--- src/rtl/cpuif_passthrough_sequencer.sv ---
// rtl/cpuif_passthrough_sequencer.sv - command stream to passthrough cpuif master with in-order completion tracking
// One request register feeds the cpuif; a type-tag FIFO pairs acks with issued requests, and completions are buffered for the response stream.
module cpuif_passthrough_sequencer #(
  parameter int ADDR_WIDTH      = 32,
  parameter int DATA_WIDTH      = 32,
  parameter int MAX_OUTSTANDING = 4,
  parameter int TIMEOUT_CYCLES  = 1024
) (
  input  logic                  clk,
  input  logic                  rst,
  input  logic                  cmd_valid,
  output logic                  cmd_ready,
  input  logic                  cmd_is_wr,
  input  logic [ADDR_WIDTH-1:0] cmd_addr,
  input  logic [DATA_WIDTH-1:0] cmd_wr_data,
  input  logic [DATA_WIDTH-1:0] cmd_wr_biten,
  output logic                  m_cpuif_req,
  output logic                  m_cpuif_req_is_wr,
  output logic [ADDR_WIDTH-1:0] m_cpuif_addr,
  output logic [DATA_WIDTH-1:0] m_cpuif_wr_data,
  output logic [DATA_WIDTH-1:0] m_cpuif_wr_biten,
  input  logic                  m_cpuif_req_stall_wr,
  input  logic                  m_cpuif_req_stall_rd,
  input  logic                  m_cpuif_rd_ack,
  input  logic                  m_cpuif_rd_err,
  input  logic [DATA_WIDTH-1:0] m_cpuif_rd_data,
  input  logic                  m_cpuif_wr_ack,
  input  logic                  m_cpuif_wr_err,
  output logic                  rsp_valid,
  input  logic                  rsp_ready,
  output logic                  rsp_is_wr,
  output logic                  rsp_err,
  output logic [DATA_WIDTH-1:0] rsp_rd_data,
  output logic                  protocol_err,
  output logic                  timeout
);

  localparam int PW      = (MAX_OUTSTANDING > 1) ? $clog2(MAX_OUTSTANDING) : 1;
  localparam int DEPTH_P = 1 << PW;
  localparam int CW      = $clog2(MAX_OUTSTANDING + 1);
  localparam int TW      = (TIMEOUT_CYCLES > 0) ? $clog2(TIMEOUT_CYCLES + 1) : 1;
  localparam logic [PW-1:0] LAST_PTR = PW'(MAX_OUTSTANDING - 1);
  localparam logic [TW-1:0] TO_LIMIT = TW'(TIMEOUT_CYCLES);

  function automatic logic [PW-1:0] f_next(input logic [PW-1:0] p);
    return (p == LAST_PTR) ? '0 : p + PW'(1);
  endfunction

  logic                  r_req_full;
  logic                  r_req_is_wr;
  logic [ADDR_WIDTH-1:0] r_req_addr;
  logic [DATA_WIDTH-1:0] r_req_wr_data;
  logic [DATA_WIDTH-1:0] r_req_biten;
  logic [CW-1:0]         r_occ;

  logic                  r_tag_mem [DEPTH_P];
  logic [PW-1:0]         r_tag_wr, r_tag_rd;
  logic [CW-1:0]         r_tag_cnt;

  logic                  r_rsp_is_wr [DEPTH_P];
  logic                  r_rsp_err   [DEPTH_P];
  logic [DATA_WIDTH-1:0] r_rsp_data  [DEPTH_P];
  logic [PW-1:0]         r_rsp_wr, r_rsp_rd;
  logic [CW-1:0]         r_rsp_cnt;

  logic [TW-1:0]         r_to_cnt;
  logic                  r_timeout;
  logic                  r_protocol_err;

  logic                  w_stall, w_accept, w_cmd_hs, w_rsp_pop;
  logic [CW:0]           w_inflight;
  logic                  w_any_ack, w_tag_empty, w_head_is_wr, w_complete, w_mismatch;
  logic                  w_cpl_err, w_proto_evt, w_to_run;
  logic [DATA_WIDTH-1:0] w_cpl_data;
  logic [CW-1:0]         w_tag_cnt_nxt;

  assign m_cpuif_req       = r_req_full;
  assign m_cpuif_req_is_wr = r_req_is_wr;
  assign m_cpuif_addr      = r_req_addr;
  assign m_cpuif_wr_data   = r_req_wr_data;
  assign m_cpuif_wr_biten  = r_req_biten;

  assign w_stall    = r_req_is_wr ? m_cpuif_req_stall_wr : m_cpuif_req_stall_rd;
  assign w_accept   = r_req_full & ~w_stall;
  // The pending entry is counted so a refill never pushes issued work past the limit.
  assign w_inflight = {1'b0, r_occ} + {{CW{1'b0}}, r_req_full};
  assign cmd_ready  = ~rst & (~r_req_full | w_accept) & (w_inflight < (CW+1)'(MAX_OUTSTANDING));
  assign w_cmd_hs   = cmd_valid & cmd_ready;

  assign w_any_ack    = m_cpuif_rd_ack | m_cpuif_wr_ack;
  assign w_tag_empty  = (r_tag_cnt == '0);
  assign w_head_is_wr = r_tag_mem[r_tag_rd];
  assign w_complete   = w_any_ack & ~w_tag_empty;
  assign w_mismatch   = w_complete & ((m_cpuif_rd_ack & m_cpuif_wr_ack) |
                                      (m_cpuif_rd_ack & w_head_is_wr) |
                                      (m_cpuif_wr_ack & ~w_head_is_wr));
  assign w_cpl_err    = (m_cpuif_rd_ack & m_cpuif_rd_err) | (m_cpuif_wr_ack & m_cpuif_wr_err) | w_mismatch;
  assign w_cpl_data   = (~w_head_is_wr & m_cpuif_rd_ack) ? m_cpuif_rd_data : '0;
  assign w_proto_evt  = w_any_ack & (w_tag_empty | w_mismatch);
  assign w_tag_cnt_nxt = r_tag_cnt + CW'(w_accept) - CW'(w_complete);
  assign w_to_run     = ~w_any_ack & (w_tag_cnt_nxt != '0);

  assign rsp_valid   = (r_rsp_cnt != '0);
  assign w_rsp_pop   = rsp_valid & rsp_ready;
  assign rsp_is_wr   = rsp_valid & r_rsp_is_wr[r_rsp_rd];
  assign rsp_err     = rsp_valid & r_rsp_err[r_rsp_rd];
  assign rsp_rd_data = rsp_valid ? r_rsp_data[r_rsp_rd] : '0;

  assign protocol_err = r_protocol_err;
  assign timeout      = r_timeout;

  always_ff @(posedge clk) begin
    if (rst) begin
      r_req_full    <= 1'b0;
      r_req_is_wr   <= 1'b0;
      r_req_addr    <= '0;
      r_req_wr_data <= '0;
      r_req_biten   <= '0;
    end else if (w_cmd_hs) begin
      r_req_full    <= 1'b1;
      r_req_is_wr   <= cmd_is_wr;
      r_req_addr    <= cmd_addr;
      r_req_wr_data <= cmd_wr_data;
      r_req_biten   <= cmd_wr_biten;
    end else if (w_accept) begin
      r_req_full    <= 1'b0;
    end
  end

  always_ff @(posedge clk) begin
    if (rst) begin
      r_occ <= '0;
    end else begin
      r_occ <= r_occ + CW'(w_accept) - CW'(w_rsp_pop);
    end
  end

  always_ff @(posedge clk) begin
    if (rst) begin
      r_tag_wr  <= '0;
      r_tag_rd  <= '0;
      r_tag_cnt <= '0;
      for (int i = 0; i < DEPTH_P; i++) r_tag_mem[i] <= 1'b0;
    end else begin
      if (w_accept) begin
        r_tag_mem[r_tag_wr] <= r_req_is_wr;
        r_tag_wr            <= f_next(r_tag_wr);
      end
      if (w_complete) r_tag_rd <= f_next(r_tag_rd);
      r_tag_cnt <= w_tag_cnt_nxt;
    end
  end

  // Occupancy bounds the response FIFO, so pushes never need a full check.
  always_ff @(posedge clk) begin
    if (rst) begin
      r_rsp_wr  <= '0;
      r_rsp_rd  <= '0;
      r_rsp_cnt <= '0;
      for (int i = 0; i < DEPTH_P; i++) begin
        r_rsp_is_wr[i] <= 1'b0;
        r_rsp_err[i]   <= 1'b0;
        r_rsp_data[i]  <= '0;
      end
    end else begin
      if (w_complete) begin
        r_rsp_is_wr[r_rsp_wr] <= w_head_is_wr;
        r_rsp_err[r_rsp_wr]   <= w_cpl_err;
        r_rsp_data[r_rsp_wr]  <= w_cpl_data;
        r_rsp_wr              <= f_next(r_rsp_wr);
      end
      if (w_rsp_pop) r_rsp_rd <= f_next(r_rsp_rd);
      r_rsp_cnt <= r_rsp_cnt + CW'(w_complete) - CW'(w_rsp_pop);
    end
  end

  always_ff @(posedge clk) begin
    if (rst) begin
      r_protocol_err <= 1'b0;
    end else if (w_proto_evt) begin
      r_protocol_err <= 1'b1;
    end
  end

  // Counting starts on the acceptance edge so the flag rises TIMEOUT_CYCLES after acceptance.
  always_ff @(posedge clk) begin
    if (rst) begin
      r_to_cnt  <= '0;
      r_timeout <= 1'b0;
    end else if (w_to_run) begin
      if (r_to_cnt != TO_LIMIT) r_to_cnt <= r_to_cnt + TW'(1);
      if ((TIMEOUT_CYCLES != 0) && (r_to_cnt + TW'(1) == TO_LIMIT)) r_timeout <= 1'b1;
    end else begin
      r_to_cnt <= '0;
    end
  end

endmodule

--- config.mk ---
export PLATFORM = sky130hd
export DESIGN_NAME = cpuif_passthrough_sequencer
export DESIGN_NICKNAME = d
export VERILOG_FILES = /design/src/rtl/cpuif_passthrough_sequencer.sv
export SDC_FILE = /design/constraint.sdc
export NUM_CORES = 1
export LEC_CHECK = 0
export BUFFER_PORTS_ARGS = -buffer_cell sky130_fd_sc_hd__buf_2
export CORE_ASPECT_RATIO = 0.8
export CORE_MARGIN = 2
export CORE_UTILIZATION = 50
export CTS_BUF_LIST = sky130_fd_sc_hd__clkbuf_2
export DETAILED_ROUTE_END_ITERATION = 10
export GPL_ROUTABILITY_DRIVEN = 1
export GPL_TIMING_DRIVEN = 1
export PLACE_DENSITY = 0.73
export SLEW_MARGIN = 20
export SYNTH_ARGS = -nofsm -noshare
export SYNTH_HDL_FRONTEND = slang
export SYNTH_SLANG_ARGS = --single-unit
--- constraint.sdc ---
create_clock -name clk -period 9.13 [get_ports clk]
set_input_delay 2.739 -clock clk [delete_from_list [all_inputs] [get_ports clk]]
set_output_delay 2.739 -clock clk [all_outputs]
set_load 0.01 [all_outputs]
* After elaboration in Yosys (flattened, before gate mapping)
Memory sizes are Yosys's and may differ from the RTL's. A register that Yosys moved wholly into a read port is not among the register bits. Cells that the tools add are included. Widths: inputs -> output; s select.
Storage, ports and cells: register bits after elaboration 128, word-level logic and storage cells 116, input port bits 139, memory bits (writable) 140, output and inout port bits 136, memories kept 4
Cells by class: reduce and logical (&&, ||, !) cells 10, order comparisons 1, eq/ne operators 6, muxes and demuxes 37, $add $sub $neg 12, bitwise gates (word level) 31
Memories:
- r_rsp_data | words 4, width 32, read ports 1, clocked after Yosys merged registers in 1, write ports 4, line 62 | logic [DATA_WIDTH-1:0] r_rsp_data [DEPTH_P];
- r_rsp_err | words 4, width 1, read ports 1, clocked after Yosys merged registers in 1, write ports 4, line 61 | logic r_rsp_err [DEPTH_P];
- r_rsp_is_wr | words 4, width 1, read ports 1, clocked after Yosys merged registers in 1, write ports 4, line 60 | logic r_rsp_is_wr [DEPTH_P];
- r_tag_mem | words 4, width 1, read ports 1, clocked after Yosys merged registers in 1, write ports 4, line 56 | logic r_tag_mem [DEPTH_P];
Operators with widths (number):
- $mux 32 | 3
- $mux 2 | 16
- $reduce_or 32->1 | 1
- $mux 1 | 18
- $and 1x1->1 | 17
- $add 11x1->11 const B | 1
- $eq 11x11->1 const B | 1
- $ne 11x11->1 const B | 1
- $add 3x1->3 | 3
- $sub 3x1->3 | 3
- $add 2x1->2 const B | 4
- $eq 2x2->1 const B | 4
- $not 1->1 | 7
- $or 1x1->1 | 7
- $reduce_bool 3->1 | 2
- $add 3x1->4 | 1
- $lt 4x3->1 const B | 1
- $logic_not 3->1 | 1
- $reduce_or 1->1 | 3
- $reduce_and 2->1 | 1
- $reduce_bool 2->1 | 1
- $reduce_or 2->1 | 1

* Longest topological paths before layout
Gate-level depths: netlist of the first run.
depth in word-level cells 9, depth in mapped cells 10, gate-level depth less buffers 10

* Worst setup path before layout of the first run
No wires, ideal clock.
kind input-to-output, start point input port m_cpuif_req_stall_wr, end point output port cmd_ready, data required time 6391 ps, arrival time 3690 ps, slack 2701 ps, path buffers 1, stages on the path 4, cell sequence mux2i_1 > o221ai_2 > inv_2 > clkbuf_1
On the way: word-level cells in the longest chain between the ends 6
RTL lines:
- from (decl) | line 22 | input logic m_cpuif_req_stall_wr,
- $mux 1 | line 83 | assign w_stall = r_req_is_wr ? m_cpuif_req_stall_wr : m_cpuif_req_stall_rd;
- $not 1->1 | line 84 | assign w_accept = r_req_full & ~w_stall;
- $and 1x1->1 | line 84
- $or 1x1->1 | line 87 | assign cmd_ready = ~rst & (~r_req_full | w_accept) & (w_inflight < (CW+1)'(MAX_OUTSTANDING));
- $and 1x1->1 (2 in series) | line 87
- to (decl) | line 12 | output logic cmd_ready,
Every way passes these cells.

* Worst setup path in the final report of the first run
start point input port rst, end point output port cmd_ready
On the way: word-level cells in the longest chain between the ends 3
RTL lines:
- from (decl) | line 10 | input logic rst,
- $not 1->1 | line 87
- $and 1x1->1 (2 in series) | line 87
Every way passes these cells.

==> parameters.txt, run 1 <==
Parameter                              Value

Outcome
  Outcome ... finished, final reports clean

Timing
  Min Tclk post-route ... 7050 ps
  Minimum setup slack in the final design ... 2080 ps
  Endpoints failing hold ... 0
  Share of the clock period used by the worst path ... 0.773
  Headroom to the max-slew limit ... 0.359
  Maximum operating frequency ... 0.142 GHz
  Actual transition at the worst max-transition pin ... 961 ps
  Worst hold-check slack ... 469 ps
  # setup viols final ... 0
  RSZ-0062 raised after global routing ... no
  Final number of max-transition violations ... 0
  Total Neg Setup Slack ... 0 ps
  Clock Skews ... 50.6 ps

Finish
  Total number of nets in the final design ... 1445
  Proportion of layout cells with a drive suffix above 1 ... 0.360
  Number of fill cells ... 1890
  Synth-to-Final Area Change ... 19.2%
  Non-filler instance count after layout ... 1641

GRT
  Via count of the first global-routing pass ... 8996
  Grt total ovfl ... 0
  Grt met1 use ... 0.285
  Met3 routing resource usage after global routing ... 0.0757
  Layer with the highest usage ... met2
  Largest net degree at the start of global routing ... 98
  GRT Util Overall ... 0.235
  Wire length of the first global-routing pass ... 45.9 mm
  Met2 track utilization from global routing ... 0.383
  Initial antenna violation count ... 7

Routing
  1st-pass router iterations ... 5
  Detailed-route vias per instance ... 5.40
  Detailed Route WL ... 28.3 mm
  Detailed Route Iter0 Violations ... 566
  Routed wire length per instance ... 17.3 um
  Residual DRC count ... 0
  Vias post-DR ... 8854
  Post-detailed-route count of antenna-violating nets ... 0

Place
  DP Wirelength ... 17.4 mm
  Cell count after placement ... 1524
  Gpl congestion ... 0.794
  Placement-stage worst setup slack ... 2090 ps
  Port bufs ... 274

Critical path
  Worst setup path start ... rst
  Crit path required time ... 6390 ps
  Launching element type of the critical path ... input port
  Crit path capture type ... output pin
  Worst setup path class ... input port to output pin
  Arr. time, crit path ... 4310 ps
  FF-to-FF Start ... m_cpuif_req_is_wr$_SDFFE_PP0P_
  CP Max Fanout ... 43

Clock tree
  Clock tree from TritonCTS ... built
  Post-CTS sizing ... 0
  Number of buffers created by CTS ... 70
  Clock latency at the later pin of the worst-skew pair ... 790 ps
  # H-tree levels ... 3
  Post-CTS Setup Bufs ... 0
  Clk sinks ... 272
  Cell at the root of the clock tree ... clkbuf_2
  Clock transition at the registers of the reported paths ... 110 ps
  CTS Hold Buffers Added ... 0
  CTS max path bufs ... 3

Die
  Die span in y ... 140 um
  Row count ... 49
  CORE AREA ... 22600 um^2
  Starting density of the core ... 0.514
  Horizontal die dimension ... 174 um
  Ports placed on the boundary ... 275
  Overall die area ... 24500 um^2

Worst hold path
  Hold path startpoint ... timeout$_SDFFE_PP0P_
  Worst min-delay path category ... flip-flop to flip-flop

Logic synthesis
  Synth Register Bits ... 272
  Synth Instances ... 1013
  Post-Synthesis Cell Area ... 11600 um^2
  Post-Synthesis Net Count ... 1168
  Most used flip-flop cell after synthesis ... edfxtp_1
  Post-synth ARST share ... 0
  Total number of yosys warnings ... 0
  Post-Syn Area per Cell ... 11.5 um^2
  Synth cell types ... 48
  Share of synthesized area occupied by flip-flops and latches ... 0.589
  Count of flip-flops with a built-in enable after synthesis ... 140

Power and ir drop
  Pwr per Cell Area ... 234 nW/um^2
  Reported leakage power ... 5.77 nW
  Maximum resistive drop on vdd ... 0.000115 V

Job
  Total of max-cap violations ... 0
## report_power, final
group | leakage [nW] | internal [mW] | switching [mW]
clock network | 0.494 | 0.382 | 0.478
logic | 2.75 | 0.362 | 0.463
registers | 2.53 | 1.47 | 0.0861
## placed cells by master (no fill, tap or decap), types with 4 or more instances in the layout
cell type,instances
dfxtp_1,130
clkbuf_2,104
nor2_1,26
nor2b_1,7
mux4_2,35
nor4_1,4
nand3_1,101
buf_2,272
o21ai_0,99
a21oi_1,105
and2_1,137
ha_1,13
xor2_1,5
edfxtp_1,140
inv_1,18
nor3_1,9
mux2i_1,4
xnor2_1,7
inv_2,4
nand2_1,14
nand2b_1,5
and2_2,29
buf_4,14
## registers in the layout, indices dropped and copies added (netlist names), 4 cells and up, named ones only
| register | cells |
|---|---|
| r_rsp_is_wr | 4 |
| r_rsp_err | 4 |
| r_to_cnt | 11 |
| m_cpuif_addr | 32 |
| m_cpuif_wr_data | 32 |
| r_tag_mem | 4 |
| r_rsp_data | 128 |
| m_cpuif_wr_biten | 32 |
## cells in the mapped netlist (all sizes together) (2+ instances only)
| library cell | count | area, um^2 |
|---|---|---|
| nand2 | 14 | 52.6 |
| o21a | 2 | 15.0 |
| o21ai | 102 | 510 |
| nor2 | 26 | 97.6 |
| and3b | 2 | 20.0 |
| ha | 13 | 163 |
| mux2i | 4 | 40.0 |
| nor2b | 7 | 43.8 |
| fa | 3 | 60.1 |
| inv | 20 | 75.1 |
| nand4 | 3 | 18.8 |
| clkbuf | 70 | 274 |
| o32ai | 2 | 17.5 |
| edfxtp | 140 | 4200 |
| nand3 | 101 | 505 |
| buf | 11 | 51.3 |
| and2 | 166 | 1070 |
| a21oi | 105 | 526 |
| mux4 | 35 | 788 |
| nor3 | 9 | 45.0 |
| o31ai | 3 | 22.5 |
| nor4b | 2 | 32.5 |
| dfxtp | 132 | 2640 |
| xnor2 | 7 | 61.3 |
| a31oi | 2 | 12.5 |
| nor4 | 4 | 25.0 |
| nand2b | 5 | 31.3 |
| or3 | 4 | 25.0 |
| xor2 | 5 | 43.8 |
## metrics by stage
stage	total power, mW	instance area, um^2	utilization
2_1_floorplan	2.12	11600	-
3_3_place_gp	2.39	13200	0.584
3_5_place_dp	2.41	13200	0.584
4_1_cts	3.28	13800	0.612
5_1_grt	3.44	13900	0.612
6_report	3.24	13900	0.613
## layout make-up
| class | count | area [um^2] | share of cell area |
|---|---|---|---|
| clock buffer | 104 | 520 | 0.0376 |
| timing repair buffer | 286 | 1470 | 0.106 |
| sequential | 272 | 6850 | 0.494 |
| antenna | 3 | 7.51 | 0.000542 |
| multi-input combinational | 640 | 4430 | 0.320 |
| tap | 306 | 383 | 0.0276 |
| inverter | 20 | 76.3 | 0.00551 |
| clock inverter | 10 | 121 | 0.00876 |
## critical path, cell delays in order
cell	delay, ps
buf_4	380
a31oi_1	140
o221ai_4	100
clkinv_2	550
buf_2	360
## logic make-up (layout without fill, tap and decap cells)
group           Yosys count  count (layout)  synth area share
compound gates          222             222            0.0999
xor+xnor                 13              13            0.0111
fa+ha+maj                16              16            0.0192
buf+inv                 101             420            0.0344
flops                   272             272             0.589
mux                      39              39            0.0712
other cells               0               3                 0
simple gates            350             350             0.175
## path summary, 6_finish.rpt
path              slack, ps  cells after the start                  endpoint
setup reg to reg       5610                     10  r_to_cnt[5]$_SDFFE_PP0P_
hold reg to reg         470                      2      timeout$_SDFFE_PP0P_
hold / removal          470                      2      timeout$_SDFFE_PP0P_
setup / recovery       2080                      5                 cmd_ready
## metal layers
metal | up-vias | routed length [um]
met5 | - | 55
met4 | 8 | 987
met3 | 79 | 2210
met2 | 312 | 13600
met1 | 4228 | 11500
li1 | 4227 | -
Note: power is estimated with default switching activity, not from simulation.
==> run 2: changes to the inputs <==
Settings changed: PLACE_DENSITY 0.73 to 0.76.
Clock period 9.13 ns to 5.7 ns, I/O delays scaled along.
==> run 2 against run 1 <==
  * Combinational power increased by 59%
  * Die area unchanged
  * Highest routed layer unchanged
  * Clock skew decreased by 3.0 ps
  * Critical path depth decreased by 1
  * Count of clock-buffer cells in the layout decreased by 5
  * First-iteration DRC count increased by 14%
  * Total power increased by 62%
  * Hold slack got worse by 5.0 ps
  * Critical path type is now flip-flop to output pin
  * Utilization increased by 0.29 points
==> parameters.txt, run 2 (synthesis results as in run 1) <==
Parameter                              Value

Die
  CORE AREA ... 22600 um^2 (unchanged)
  Ports placed on the boundary ... 275 (unchanged)
  Overall die area ... 24500 um^2 (unchanged)
  Row count ... 49 (unchanged)
  Starting density of the core ... 0.514 (unchanged)
  Horizontal die dimension ... 174 um (unchanged)
  Die span in y ... 140 um (unchanged)

Timing
  Endpoints failing hold ... 0 (unchanged)
  # setup viols final ... 0 (unchanged)
  Min Tclk post-route ... 4640 ps
  Total Neg Setup Slack ... 0 ps (unchanged)
  Minimum setup slack in the final design ... 1060 ps (was 2080 ps)
  Final number of max-transition violations ... 0 (unchanged)
  Worst hold-check slack ... 464 ps (was 469 ps)
  Headroom to the max-slew limit ... 0.323 (was 0.359)
  Share of the clock period used by the worst path ... 0.813
  RSZ-0062 raised after global routing ... no (unchanged)
  Clock Skews ... 47.5 ps (was 50.6 ps)
  Maximum operating frequency ... 0.216 GHz
  Actual transition at the worst max-transition pin ... 1020 ps (was 961 ps)

Clock tree
  CTS max path bufs ... 3 (unchanged)
  Number of buffers created by CTS ... 67 (was 70)
  Cell at the root of the clock tree ... clkbuf_2 (unchanged)
  CTS Hold Buffers Added ... 0 (unchanged)
  Post-CTS sizing ... 0 (unchanged)
  Clk sinks ... 272 (unchanged)
  Clock latency at the later pin of the worst-skew pair ... 790 ps (about the same)
  Clock tree from TritonCTS ... built (unchanged)
  Clock transition at the registers of the reported paths ... 90 ps (was 110 ps)
  # H-tree levels ... 3 (unchanged)
  Post-CTS Setup Bufs ... 0 (unchanged)

Critical path
  Reg-to-reg critical path endpoint ... r_to_cnt[3]$_SDFFE_PP0P_ (was r_to_cnt[5]$_SDFFE_PP0P_)
  Buffers and inverters on the worst path ... 2 (was 3)
  FF-to-FF Start ... m_cpuif_req_is_wr$_SDFFE_PP0P_ (unchanged)
  Worst setup path class ... flip-flop to output pin (was input port to output pin)
  Depth of the worst register-to-register path ... 10 (unchanged)
  CP Max Fanout ... 26 (was 43)
  Cells along the critical path ... buf_4, mux4_2, and2_1, buf_2 (was buf_4, a31oi_1, o221ai_4, clkinv_2, buf_2)
  Setup slack on the worst flop-to-flop path ... 2170 ps (was 5610 ps)
  Crit path required time ... 3990 ps (was 6390 ps)
  Largest delay share family, worst path ... flip-flops (was buffers and inverters)
  Arr. time, crit path ... 2930 ps (was 4310 ps)
  Crit path capture type ... output pin (unchanged)
  CP peak stage delay ... 970 ps (was 550 ps)
  Cell with the biggest individual delay on the critical path ... dfxtp_2 (was clkinv_2)
  Launching element type of the critical path ... flip-flop (was input port)

Job
  Total of max-cap violations ... 0 (unchanged)

GRT
  Largest net degree at the start of global routing ... 98 (unchanged)
  Via count of the first global-routing pass ... 9016 (was 8996)
  Wire length of the first global-routing pass ... 45.6 mm (was 45.9 mm)
  Grt total ovfl ... 0 (unchanged)
  Initial antenna violation count ... 10 (was 7)
  GRT Util Overall ... 0.235 (about the same)

Worst hold path
  Terminating pin of the worst hold path ... timeout$_SDFFE_PP0P_ (unchanged)
  Worst min-delay path category ... flip-flop to flip-flop (unchanged)
  Hold path startpoint ... timeout$_SDFFE_PP0P_ (unchanged)
  Min-Delay Path Depth ... 2 (unchanged)

Finish
  Non-filler instance count after layout ... 1650 (was 1641)
  Synth-to-Final Area Change ... 19.7% (was 19.2%)
  Number of flip-flops under the largest register name ... 128 (unchanged)
  Total number of nets in the final design ... 1442 (was 1445)
  Most common library cell in the layout ignoring fill and taps ... buf_2 (unchanged)
  Largest register by flop count ... r_rsp_data (unchanged)
  Commonest cells after routing, fill and taps aside ... buf_2, edfxtp_1, and2_1 (unchanged)
  Number of fill cells ... 1888 (was 1890)
  Proportion of layout cells with a drive suffix above 1 ... 0.354 (was 0.360)

Place
  Cell count after placement ... 1524 (unchanged)
  Placement-stage worst setup slack ... 849 ps (was 2090 ps)
  Port bufs ... 274 (unchanged)
  Gpl congestion ... 0.818 (was 0.794)
  DP Wirelength ... 17.8 mm (was 17.4 mm)

Power and ir drop
  Reported leakage power ... 5.78 nW (was 5.77 nW)
  Pwr per Cell Area ... 377 nW/um^2 (was 234 nW/um^2)
  Maximum resistive drop on vdd ... 0.000174 V (was 0.000115 V)
  Total power of the final layout ... 5.24 mW (was 3.24 mW)

Routing
  Detailed Route WL ... 28.4 mm (was 28.3 mm)
  Vias post-DR ... 8812 (was 8854)
  Detailed Route Iter0 Violations ... 643 (was 566)
  1st-pass router iterations ... 5 (unchanged)
  Residual DRC count ... 0 (unchanged)
  Post-detailed-route count of antenna-violating nets ... 0 (unchanged)
  Routed wire length per instance ... 17.2 um (was 17.3 um)
  Detailed-route vias per instance ... 5.34 (was 5.40)

Outcome
  Outcome ... finished, final reports clean (unchanged)
## run 2: power by group
group | switching (mW) | total (mW) | internal, mW
sequential | 0.166 | 2.51 | 2.35
clock | 0.778 | 1.42 | 0.646
combinational | 0.722 | 1.31 | 0.584
## run 2: how the worst max path moves through the flow
stage / to / slack, ps / cells past startpoint
2_1_floorplan: r_rsp_data[2][0]$_SDFFCE_PN0P_ / 770 / 3
3_3_place_gp: r_to_cnt[5]$_SDFFE_PP0P_ / 880 / 11
3_5_place_dp: r_to_cnt[9]$_SDFFE_PP0P_ / 850 / 11
4_1_cts: rsp_rd_data[19] / 870 / 4
5_1_grt: rsp_rd_data[13] / 740 / 4
6_report: rsp_rd_data[1] / 1060 / 4
## run 2: final cells by class
type                            instances  area (um^2)  area share
Antenna cell                            6         15.0     0.00108
Clock buffer                           99          495      0.0356
Clock inverter                         21          195      0.0140
Inverter                               20         75.1     0.00539
Multi-Input combinational cell        640         4440       0.319
Sequential cell                       272         6850       0.492
Tap cell                              306          383      0.0275
Timing Repair Buffer                  286         1470       0.105
## run 2: through the flow
stage | utilization | area (um^2)
CTS | 0.614 | 13900
finish | 0.615 | 13900
global route | 0.615 | 13900
floorplan | - | 11600
detailed placement | 0.584 | 13200
global placement | 0.584 | 13200
## run 2: routing by layer
| layer | track usage | share of wire | wire [um] |
|---|---|---|---|
| met5 | 0 | 0.0015 | 42 |
| met2 | 0.382 | 0.48 | 13700 |
| met1 | 0.288 | 0.40 | 11300 |
| met3 | 0.0828 | 0.089 | 2530 |
| met4 | 0.0951 | 0.031 | 890 |
## run 2: tightest hold or removal path: stages, from the launching register on
cell	delay, ps
dfxtp_1	320
inv_1	50
o32ai_1	50
